### src/rtl/pwm_meas.sv
// PWM measurement: samples `in` on each cke step and reports high time and
// period (in steps) after every complete rising-to-rising cycle.
module pwm_meas #(
  parameter int unsigned width = 16,
  parameter logic        init  = 1'b0
) (
  input  logic             clk,
  input  logic             rst,
  input  logic             cke,
  input  logic             in,
  output logic [width-1:0] high_cnt,
  output logic [width-1:0] period_cnt,
  output logic             valid,
  output logic             stuck
);

  localparam logic [1:0] SYNC = 2'd0;
  localparam logic [1:0] HIGH = 2'd1;
  localparam logic [1:0] LOW  = 2'd2;

  localparam logic [width-1:0] CNT_MAX = '1;
  localparam logic [width-1:0] CNT_ONE = width'(1);

  logic [1:0]       state_q, state_d;
  logic [width-1:0] cnt_q, cnt_d;
  logic [width-1:0] hcnt_q, hcnt_d;
  logic [width-1:0] high_cnt_q, high_cnt_d;
  logic [width-1:0] period_cnt_q, period_cnt_d;
  logic             valid_q, valid_d;
  logic             stuck_q, stuck_d;
  logic             last_q, last_d;

  logic             rise;
  logic             fall;
  logic             cnt_at_max;
  logic [width-1:0] cnt_inc;

  assign rise       = cke & in & ~last_q;
  assign fall       = cke & ~in & last_q;
  assign cnt_at_max = (cnt_q == CNT_MAX);
  // A fall landing exactly on the maximum count must not wrap the counter;
  // the following no-edge LOW sample then flags stuck.
  assign cnt_inc    = cnt_at_max ? cnt_q : cnt_q + CNT_ONE;

  always_comb begin
    state_d      = state_q;
    cnt_d        = cnt_q;
    hcnt_d       = hcnt_q;
    high_cnt_d   = high_cnt_q;
    period_cnt_d = period_cnt_q;
    valid_d      = 1'b0;
    stuck_d      = stuck_q;
    last_d       = cke ? in : last_q;

    if (cke) begin
      case (state_q)
        SYNC: begin
          if (rise) begin
            state_d = HIGH;
            cnt_d   = CNT_ONE;
          end
        end
        HIGH: begin
          if (fall) begin
            state_d = LOW;
            hcnt_d  = cnt_q;
            cnt_d   = cnt_inc;
          end else if (cnt_at_max) begin
            state_d = SYNC;
            stuck_d = 1'b1;
          end else begin
            cnt_d = cnt_inc;
          end
        end
        LOW: begin
          if (rise) begin
            state_d      = HIGH;
            high_cnt_d   = hcnt_q;
            period_cnt_d = cnt_q;
            valid_d      = 1'b1;
            stuck_d      = 1'b0;
            cnt_d        = CNT_ONE;
          end else if (cnt_at_max) begin
            state_d = SYNC;
            stuck_d = 1'b1;
          end else begin
            cnt_d = cnt_inc;
          end
        end
        default: state_d = SYNC;
      endcase
    end
  end

  always_ff @(posedge clk) begin
    if (rst) begin
      state_q      <= SYNC;
      cnt_q        <= '0;
      hcnt_q       <= '0;
      high_cnt_q   <= '0;
      period_cnt_q <= '0;
      valid_q      <= 1'b0;
      stuck_q      <= 1'b0;
      last_q       <= init;
    end else begin
      state_q      <= state_d;
      cnt_q        <= cnt_d;
      hcnt_q       <= hcnt_d;
      high_cnt_q   <= high_cnt_d;
      period_cnt_q <= period_cnt_d;
      valid_q      <= valid_d;
      stuck_q      <= stuck_d;
      last_q       <= last_d;
    end
  end

  assign high_cnt   = high_cnt_q;
  assign period_cnt = period_cnt_q;
  assign valid      = valid_q;
  assign stuck      = stuck_q;

endmodule

### config.mk
export PLATFORM = sky130hd
export DESIGN_NAME = pwm_meas
export DESIGN_NICKNAME = d
export VERILOG_FILES = /design/src/rtl/pwm_meas.sv
export SDC_FILE = /design/constraint.sdc
export NUM_CORES = 1
export LEC_CHECK = 0
export ABC_CLOCK_PERIOD_IN_PS = 2450
export CORE_ASPECT_RATIO = 0.75
export CORE_MARGIN = 4
export CORE_UTILIZATION = 25
export DETAILED_ROUTE_END_ITERATION = 8
export SYNTH_ARGS = -nofsm -noshare
export SYNTH_HDL_FRONTEND = slang
export SYNTH_SLANG_ARGS = --single-unit
### constraint.sdc
create_clock -name clk -period 2.45 [get_ports clk]
set_input_delay 0.735 -clock clk [delete_from_list [all_inputs] [get_ports clk]]
set_output_delay 0.735 -clock clk [all_outputs]
set_load 0.005 [all_outputs]
==> impl_metrics.csv, run 1 <==
group,metric,value,unit
outcome,outcome,"completed",
floorplanning,die_area,13500,µm²
worst_setup_path,cpPeakStageDelay,0.60,ns
global_routing,grt_util_met2,0.178,
sta,rsz0062_at_grt,"false",
clock_tree,cts_tree,"done",
worst_setup_path,r2r_slack,0.45,ns
clock_tree,clockBufferDepth,2,
sta,fin_crit,2.21,ns
sta,whs,0.451,ns
synthesis,async_reset_ff_frac,0,
route,route.detailed.drc,0,
clock_tree,cts_made_buffers,9,
hold_path,hold-path-cell-count,2,
sta,finalSetupTns,0,ns
clock_tree,ctsResizeCount,0,
global_routing,track_usage,0.116,
clock_tree,post_cts_buffers,0,
sta,fin_worst_skew,0.00766,ns
global_routing,use_met3,0.0432,
place,detailed_place_hpwl,5.45,mm
floorplanning,start_util,0.261,
floorplanning,boundaryPins,38,
worst_setup_path,critPathCaptureType,"flip-flop",
job,maxCapViolCount,0,
synthesis,synth.distinct_cells,47,
clock_tree,clockRootBuffer,"clkbuf_16",
global_routing,grt-ovfl-total,0,
floorplanning,core_area,11100,µm²
layout,diodes,0,
clock_tree,clkTransAtPathRegs,0.06,ns
worst_setup_path,path_cells,"clkdlybuf4s50_1 -> nand2b_4 -> a211oi_1 -> buf_4 -> o21ai_2 -> o31a_2 -> o21a_1",
worst_setup_path,worst_path_max_delay_cell,"clkdlybuf4s50_1",
hold_path,hp-class,"reg -> reg",
synthesis,yosys_warnings,0,
clock_tree,clock-sinks,69,
synthesis,synth_edf_count,0,
clock_tree,htreeDepth,3,
hold_path,hold_end,"high_cnt[0]",
worst_setup_path,rr_endpoint,"cnt_q[14]",
worst_setup_path,ff2ff_path_depth,5,
route,drt-total-wl,7.50,mm
route,wl_per_cell,13.6,µm
global_routing,grt_first_pass_wirelength,12.5,mm
worst_setup_path,path_buf_inv,2,
worst_setup_path,cp.arrival,2.44,ns
floorplanning,rows,33,
worst_setup_path,cp_max_fo,5,
sta,fmax,453,MHz
layout,synthToLayoutAreaGrowth,30.1,%
sta,tightest_slew,0.450,ns
power_and_ir_drop,p_total,2460,µW
hold_path,min_from,"high_cnt[0]",
sta,setup_viol,0,
sta,drv_slew,0,
synthesis,synthFlopType,"dfxtp_1",
place,portBuffers,37,
worst_setup_path,crit_path_start_kind,"input port",
global_routing,top_usage_layer,"met2",
synthesis,syn-num-nets,367,
power_and_ir_drop,leakage,0.00126,µW
synthesis,ys_seq_elements,69,
sta,finalCritPeriodShare,0.901,
route,num_vias,2589,
power_and_ir_drop,p_per_area,650,nW/µm²
route,drt_iter0_markers,126,
global_routing,antenna_found_initial,0,
global_routing,met1_usage,0.154,
floorplanning,fp.dieH,101,µm
worst_setup_path,r2r_start,"cnt_q[2]",
synthesis,synthesis.area,2910,µm²
floorplanning,fp.dieW,133,µm
route,drt-pass1-iter-count,4,
synthesis,synth_seq_area_share,0.474,
route,routed_via_density,4.71,
global_routing,grt_pass1_vias,2475,
sta,maxSlewHeadroom,0.698,
layout,nNetsFinal,416,
synthesis,synth_area_per_cell,8.13,µm²
global_routing,grt_max_degree,37,
sta,final_hold_viol_count,0,
worst_setup_path,worstSetupPathType,"in -> reg",
place,place.gp.congestion,0.901,
worst_setup_path,cp_top_family,"compound AO/OA/AOI/OAI gates",
worst_setup_path,crit_path_start,"in",
power_and_ir_drop,ir_drop,396,µV
route,antenna_left,0,
synthesis,synthCells,358,
clock_tree,hold_buffers,0,
worst_setup_path,required,2.68,ns
clock_tree,clkLatencyLatePin,0.33,ns
layout,drive_gt1_frac,0.120,
[synth_stat cells, drive strengths merged, types with 3 or more instances]
| cell | count | area, µm² |
|---|---|---|
| a211oi | 6 | 50.1 |
| inv | 5 | 18.8 |
| a21oi | 54 | 270 |
| ha | 5 | 62.6 |
| a31oi | 3 | 18.8 |
| nor4b | 3 | 26.3 |
| nor4 | 4 | 25.0 |
| clkbuf | 16 | 70.1 |
| nor2 | 15 | 56.3 |
| a211o | 3 | 26.3 |
| and3 | 3 | 18.8 |
| buf | 5 | 51.3 |
| mux2i | 3 | 30.0 |
| o21ai | 10 | 53.8 |
| nor3 | 4 | 31.3 |
| dfxtp | 69 | 1380 |
| xor2 | 3 | 26.3 |
| nand3 | 9 | 50.1 |
| o211ai | 4 | 30.0 |
| nand2b | 3 | 28.8 |
| nand2 | 110 | 413 |
[flip-flops by register name, summed over array words and instances (netlist names)]
register    flops
hcnt_q         16
cnt_q          16
stuck           1
valid           1
high_cnt       16
state_q         2
period_cnt     16
last_q          1
[power by group]
part | leakage, µW | switching (µW) | internal (µW) | total (µW)
clock network | 0.000134 | 460 | 775 | 1230
logic | 0.000570 | 57.4 | 35.5 | 92.9
registers | 0.000556 | 6.83 | 1130 | 1130
[cell usage in the layout, fill, tap and decap left out, types with 5 or more instances in the layout]
| cell | n |
|---|---|
| a211oi_1 | 5 |
| ha_1 | 5 |
| nand3_1 | 8 |
| a21oi_1 | 54 |
| o21ai_0 | 9 |
| nand2_1 | 110 |
| inv_1 | 5 |
| nor2_1 | 15 |
| buf_4 | 21 |
| dfxtp_1 | 69 |
| clkbuf_16 | 9 |
| clkdlybuf4s50_1 | 36 |
[routing by layer]
| layer | vias to the layer above | routed length [µm] |
|---|---|---|
| li1 | 1326 | - |
| met1 | 1199 | 3620 |
| met2 | 56 | 3270 |
| met3 | 8 | 526 |
| met4 | 0 | 80 |
| met5 | - | 0 |
[worst max-delay path by stage]
stage | end | slack, ns | cells past startpoint
floorplan | cnt_q[11] | 0.38 | 6
global placement | cnt_q[11] | -0.009 | 7
detailed placement | cnt_q[11] | -0.1 | 7
CTS | cnt_q[11] | 0.24 | 7
global route | cnt_q[13] | 0.15 | 8
finish | cnt_q[11] | 0.24 | 7
[through the flow]
stage	std cells	util	area (µm²)	worst slack [ns]
after CTS	550	0.340	3790	0.240
after global placement	536	0.315	3510	-0.00948
after floorplan	358	-	2910	0.375
after global routing	550	0.340	3790	0.148
after detailed placement	536	0.315	3510	-0.0954
final	550	0.340	3790	0.242
[layout make-up]
type / count / area [µm²]
Multi-Input combinational cell: 263 / 1390
Sequential cell: 69 / 1380
Fill cell: 1157 / 7360
Tap cell: 140 / 175
Timing Repair Buffer: 59 / 543
Inverter: 5 / 18.8
Clock buffer: 10 / 229
Clock inverter: 4 / 51.3
[worst register-to-register path, stage by stage, from the launching register on]
cell and delay, ns:
dfxtp_1 0.49, nand3_1 0.22, or4_4 0.62, nor3_4 0.25
a31oi_1 0.14, a211oi_2 0.22
[kinds of logic (layout without fill, tap and decap cells)]
logic type                 Yosys count  count (layout)  synth area share
xor gates and xnor gates             5               5            0.0150
DFF                                 69              69             0.474
muxes                                3               3            0.0103
adders and majority gates            5               5            0.0215
and+or+nand+nor                    162             162             0.253
buffers and inverters               26              78            0.0481
AOI/OAI and AO/OA                   88              88             0.178
Note: power is estimated with default switching activity, not from simulation.
==> inputs of run 2 (changes only) <==
- ABC_AREA: default -> 1
- CORE_MARGIN: 4 -> default
==> impl_metrics.csv, run 2 <==
group,metric,value,unit
outcome,outcome,"completed",
synthesis,synth_seq_area_share,0.464,
synthesis,synthAdderAreaFrac,0.0210,
hold_path,hold-path-cell-count,2,
synthesis,synth_compound_area_frac,0.157,
power_and_ir_drop,sw_frac_of_total,0.235,
place,place.gp.congestion,0.882,
clock_tree,clock-sinks,69,
sta,final_hold_viol_count,0,
floorplanning,die_area,12400,µm²
synthesis,synth_common_cells,"nor2_1, dfxtp_1, nand2_1, o21ai_0, a21oi_1",
clock_tree,clockRootBuffer,"clkbuf_16",
synthesis,synth_top_cell_by_area,"dfxtp_1",
synthesis,synth_mux_area_frac,0,
layout,synthToLayoutAreaGrowth,28.2,%
clock_tree,ctsResizeCount,0,
floorplanning,core_area,11600,µm²
power_and_ir_drop,p_per_area,630,nW/µm²
global_routing,grt_max_degree,31,
job,maxCapViolCount,0,
floorplanning,fp.dieH,96.5,µm
synthesis,ys_seq_elements,69,
clock_tree,post_cts_buffers,0,
route,wl_per_cell,12.5,µm
worst_setup_path,worstSetupPathType,"in -> reg",
sta,setup_viol,0,
synthesis,synth_area_per_cell,7.46,µm²
power_and_ir_drop,p_int,1840,µW
clock_tree,cts_tree,"done",
synthesis,synth_xor_area_frac,0,
synthesis,synth.most_common_cell,"nor2_1",
worst_setup_path,crit_path_start_kind,"input port",
clock_tree,clkTransAtPathRegs,0.06,ns
layout,final_cell_mix,"nor2_1, nand2_1, dfxtp_1",
global_routing,antenna_found_initial,0,
sta,maxSlewHeadroom,0.659,
worst_setup_path,crit_path_start,"cke",
power_and_ir_drop,ir_drop,480,µV
place,placement.cell_area,3550,µm²
synthesis,synthesis.area,2980,µm²
global_routing,use_met3,0.0413,
global_routing,track_usage,0.130,
global_routing,grt_util_met2,0.199,
layout,final_area,3820,µm²
route,drt-total-wl,7.56,mm
power_and_ir_drop,leakage,0.00147,µW
synthesis,async_reset_ff_frac,0,
floorplanning,rows,34,
hold_path,hp-class,"reg -> reg",
layout,drive_gt1_frac,0.128,
synthesis,synthFlopType,"dfxtp_1",
worst_setup_path,crit_end,"cnt_q[3]",
route,drt_iter0_markers,157,
synthesis,synthCells,399,
synthesis,synth-simple-area-share,0.295,
clock_tree,clockBufferDepth,2,
clock_tree,hold_buffers,0,
place,detailed_place_hpwl,5.32,mm
clock_tree,cts_made_buffers,9,
worst_setup_path,r2r_start,"cnt_q[1]",
worst_setup_path,critPathCaptureType,"flip-flop",
sta,tightest_slew,0.511,ns
synthesis,synth_edf_count,0,
worst_setup_path,cp_max_fo,9,
global_routing,met1_usage,0.176,
sta,rsz0062_at_grt,"false",
layout,layout_commonest_cell,"nor2_1",
worst_setup_path,ff2ff_path_depth,9,
power_and_ir_drop,netSwitchingPower,564,µW
synthesis,syn-num-nets,408,
layout,nNetsFinal,448,
route,routed_via_density,4.43,
worst_setup_path,required,2.70,ns
sta,whs,0.458,ns
worst_setup_path,cp.arrival,2.26,ns
power_and_ir_drop,p_comb_frac,0.045,
sta,fin_worst_skew,0.00562,ns
global_routing,top_usage_layer,"met2",
global_routing,grt-ovfl-total,0,
global_routing,grt_pass1_vias,2505,
synthesis,synth_top_area_share,0.464,
synthesis,yosys_warnings,0,
worst_setup_path,rr_endpoint,"cnt_q[7]",
sta,finalCritPeriodShare,0.820,
route,antenna_left,0,
sta,drv_slew,0,
synthesis,synthTopCellsByArea,"dfxtp_1, nor2_1, nand2_1, o21ai_0, a21oi_1",
floorplanning,boundaryPins,38,
floorplanning,start_util,0.256,
worst_setup_path,r2r_slack,0.65,ns
synthesis,synth_top_family_by_area,"simple AND/OR/NAND/NOR gates",
layout,diodes,0,
synthesis,synth.distinct_cells,34,
sta,fmax,498,MHz
route,route.detailed.drc,0,
clock_tree,clkLatencyLatePin,0.33,ns
sta,finalSetupTns,0,ns
power_and_ir_drop,power_frac_seq,0.473,
power_and_ir_drop,p_clk_frac,0.481,
place,portBuffers,37,
global_routing,grt_first_pass_wirelength,12.3,mm
route,num_vias,2683,
route,drt-pass1-iter-count,5,
floorplanning,fp.dieW,128,µm
sta,fin_crit,2.01,ns
clock_tree,htreeDepth,3,
power_and_ir_drop,p_total,2400,µW
[run 2: worst min-delay path by stage]
| stage | start | endpoint | slack (ns) |
|---|---|---|---|
| after global routing | hcnt_q[15] | hcnt_q[15] | 0.49 |
| after detailed placement | last_q | last_q | 0.45 |
| after global placement | last_q | last_q | 0.45 |
| after CTS | last_q | last_q | 0.46 |
| after floorplan | last_q | last_q | 0.44 |
| final | last_q | last_q | 0.46 |
[run 2: cell families (layout without fill, tap and decap cells)]
kind of cell / Yosys count / after routing
DFF: 69 / 69
adders and majority gates: 5 / 5
buffers and inverters: 46 / 91
and+or+nand+nor: 188 / 188
AOI/OAI and AO/OA: 91 / 91
[run 2: routing by layer]
layer | wire [µm] | share of wire
met2 | 3210 | 0.42
met5 | 0 | 0
met4 | 47 | 0.0062
met3 | 337 | 0.045
met1 | 3970 | 0.52
[run 2: power by group through the flow]
stage / Sequential (µW) / Clock, µW / Combinational, µW
finish: 1140 / 1160 / 109
floorplan: 1160 / 0 / 74.2
CTS: 1140 / 1190 / 108
detailed placement: 1160 / 0 / 108
global route: 1140 / 1240 / 119
global placement: 1160 / 0 / 105
[run 2: layout make-up]
cell class / instances / area [µm²]
Timing Repair Buffer: 43 / 428
Clock buffer: 9 / 225
Fill cell: 1194 / 7800
Inverter: 32 / 129
Multi-Input combinational cell: 284 / 1410
Sequential cell: 69 / 1380
Clock inverter: 7 / 42.5
Tap cell: 162 / 203
[run 2: critical path: stages]
cell             delay (ns)
clkdlybuf4s50_1        0.48
nand3_2                0.16
nand2_2                0.09
nand2_4                0.14
clkinv_4               0.12
nand2_2                0.14
nand2_2                0.17
nor3b_2                0.21
[run 2: per-stage QoR]
stage	setup slack [ns]	instances	utilization
after CTS	0.452	606	0.329
after floorplan	0.863	399	-
final	0.440	606	0.329
after global placement	0.193	590	0.306
after detailed placement	0.104	590	0.306
after global routing	0.354	606	0.329
==> inputs of run 3 (changes only) <==
- ABC_CLOCK_PERIOD_IN_PS: 2450 -> 2000
- clock period: 2.45 -> 2 ns (I/O delays scaled with it)
==> impl_metrics.csv, run 3 (same netlist as run 2, synthesis figures left out) <==
group,metric,value,unit
clock_tree,clockBufferDepth,2,
power_and_ir_drop,p_int,2570,µW
sta,rsz0062_at_grt,"false",
route,routed_via_density,4.36,
layout,layout_commonest_cell,"nor2_1",
power_and_ir_drop,power_frac_seq,0.427,
sta,setup_viol,0,
clock_tree,clockRootBuffer,"clkbuf_16",
power_and_ir_drop,p_clk_frac,0.524,
layout,final_cell_mix,"nor2_1, nand2_1, dfxtp_1",
worst_setup_path,path_cells,"clkdlybuf4s50_1 -> nand3_2 -> o21ai_1 -> or2_4 -> nand2_2 -> nand2_1 -> nand2_1 -> nor2_1 -> nor2_1",
worst_setup_path,crit_path_start,"in",
worst_setup_path,worst_path_max_delay_cell,"clkdlybuf4s50_1",
worst_setup_path,critPathCaptureType,"flip-flop",
clock_tree,cts_made_buffers,9,
floorplanning,core_area,11600,µm²
layout,drive_gt1_frac,0.155,
hold_path,min_from,"last_q",
clock_tree,clock-sinks,69,
global_routing,grt_pass1_vias,2680,
worst_setup_path,rr_endpoint,"cnt_q[10]",
sta,whs,0.464,ns
worst_setup_path,crit_path_start_kind,"input port",
global_routing,track_usage,0.139,
sta,tightest_slew,0.364,ns
floorplanning,fp.dieW,128,µm
floorplanning,die_area,12400,µm²
worst_setup_path,cpPeakStageDelay,0.51,ns
layout,nNetsFinal,462,
global_routing,grt_max_degree,44,
power_and_ir_drop,p_comb_frac,0.049,
floorplanning,fp.dieH,96.5,µm
clock_tree,post_cts_buffers,0,
route,drt_iter0_markers,145,
layout,diodes,0,
power_and_ir_drop,p_per_area,811,nW/µm²
hold_path,hold-path-cell-count,2,
hold_path,hold_end,"last_q",
worst_setup_path,cp.arrival,2.02,ns
sta,fmax,559,MHz
layout,synthToLayoutAreaGrowth,34.9,%
power_and_ir_drop,ir_drop,498,µV
clock_tree,clkLatencyLatePin,0.33,ns
worst_setup_path,ff2ff_path_depth,11,
global_routing,grt_first_pass_wirelength,13.2,mm
job,maxCapViolCount,0,
place,post-place-ws,-0.128,ns
clock_tree,hold_buffers,0,
outcome,outcome,"completed",
sta,maxSlewHeadroom,0.757,
layout,final_util,0.346,
sta,final_hold_viol_count,0,
route,route.detailed.drc,0,
worst_setup_path,required,2.23,ns
hold_path,hp-class,"reg -> reg",
worst_setup_path,r2r_slack,0.29,ns
sta,drv_slew,0,
route,num_vias,2706,
route,drt-pass1-iter-count,5,
floorplanning,boundaryPins,38,
global_routing,grt-ovfl-total,0,
route,wl_per_cell,12.4,µm
clock_tree,htreeDepth,3,
place,placement.cell_area,3690,µm²
power_and_ir_drop,sw_frac_of_total,0.212,
sta,fin_crit,1.79,ns
clock_tree,clkTransAtPathRegs,0.06,ns
clock_tree,ctsResizeCount,0,
power_and_ir_drop,netSwitchingPower,692,µW
floorplanning,rows,34,
clock_tree,cts_tree,"done",
place,portBuffers,37,
worst_setup_path,cp_max_fo,4,
place,place.gp.congestion,0.921,
sta,finalSetupTns,0,ns
worst_setup_path,worstSetupPathType,"in -> reg",
route,antenna_left,0,
route,drt-total-wl,7.68,mm
power_and_ir_drop,leakage,0.00158,µW
sta,fin_worst_skew,0.00303,ns
floorplanning,start_util,0.256,
global_routing,antenna_found_initial,0,
place,detailed_place_hpwl,5.58,mm
sta,finalCritPeriodShare,0.894,
worst_setup_path,r2r_start,"state_q[0]",
layout,final_area,4020,µm²
sta,finalWorstSetupSlack,0.212,ns
## run 3: final cells by class
type	count	area [µm²]
repair buffers	57	571
flip-flops and latches	69	1380
multi-input cells	284	1410
clock inverters	6	86.3
clock buffers	10	239
fillers	1196	7600
inverters	32	129
well taps	162	203
## run 3: stage by stage
step                      std cells  total power [µW]
final                           620              3260
after global routing            620              3380
after CTS                       620              3300
after detailed placement        604              1580
after global placement          604              1580
after floorplan                 399              1510
## run 3: how the worst max path moves through the flow
stage | to | cells after the start | slack [ns]
after detailed placement | cnt_q[1] | 7 | -0.13
after global routing | cnt_q[10] | 11 | 0.07
after floorplan | cnt_q[10] | 11 | 0.53
final | cnt_q[10] | 9 | 0.21
after CTS | period_cnt[5] | 1 | 0.19
after global placement | cnt_q[10] | 11 | -0.08
## run 3: worst max-delay path: cells and delay by family
| family | cells | cell delay (ns) |
|---|---|---|
| buffers and inverters | 1 | 0.51 |
| AO/OA/AOI/OAI | 1 | 0.20 |
| AND/OR/NAND/NOR | 7 | 0.71 |
## run 3: power groups by stage
stage	combinational (µW)	clock [µW]	sequential (µW)
global route	180	1810	1390
floorplan	90.9	0	1420
finish	161	1710	1390
global placement	159	0	1420
detailed placement	161	0	1420
CTS	162	1750	1390
## run 3: layer usage
layer / global-route usage / vias to the layer above / wire, µm
met5: 0 / - / 0
met4: 0.0451 / 0 / 84
met3: 0.0407 / 9 / 433
met2: 0.218 / 64 / 3290
met1: 0.182 / 1224 / 3880
li1: - / 1409 / -
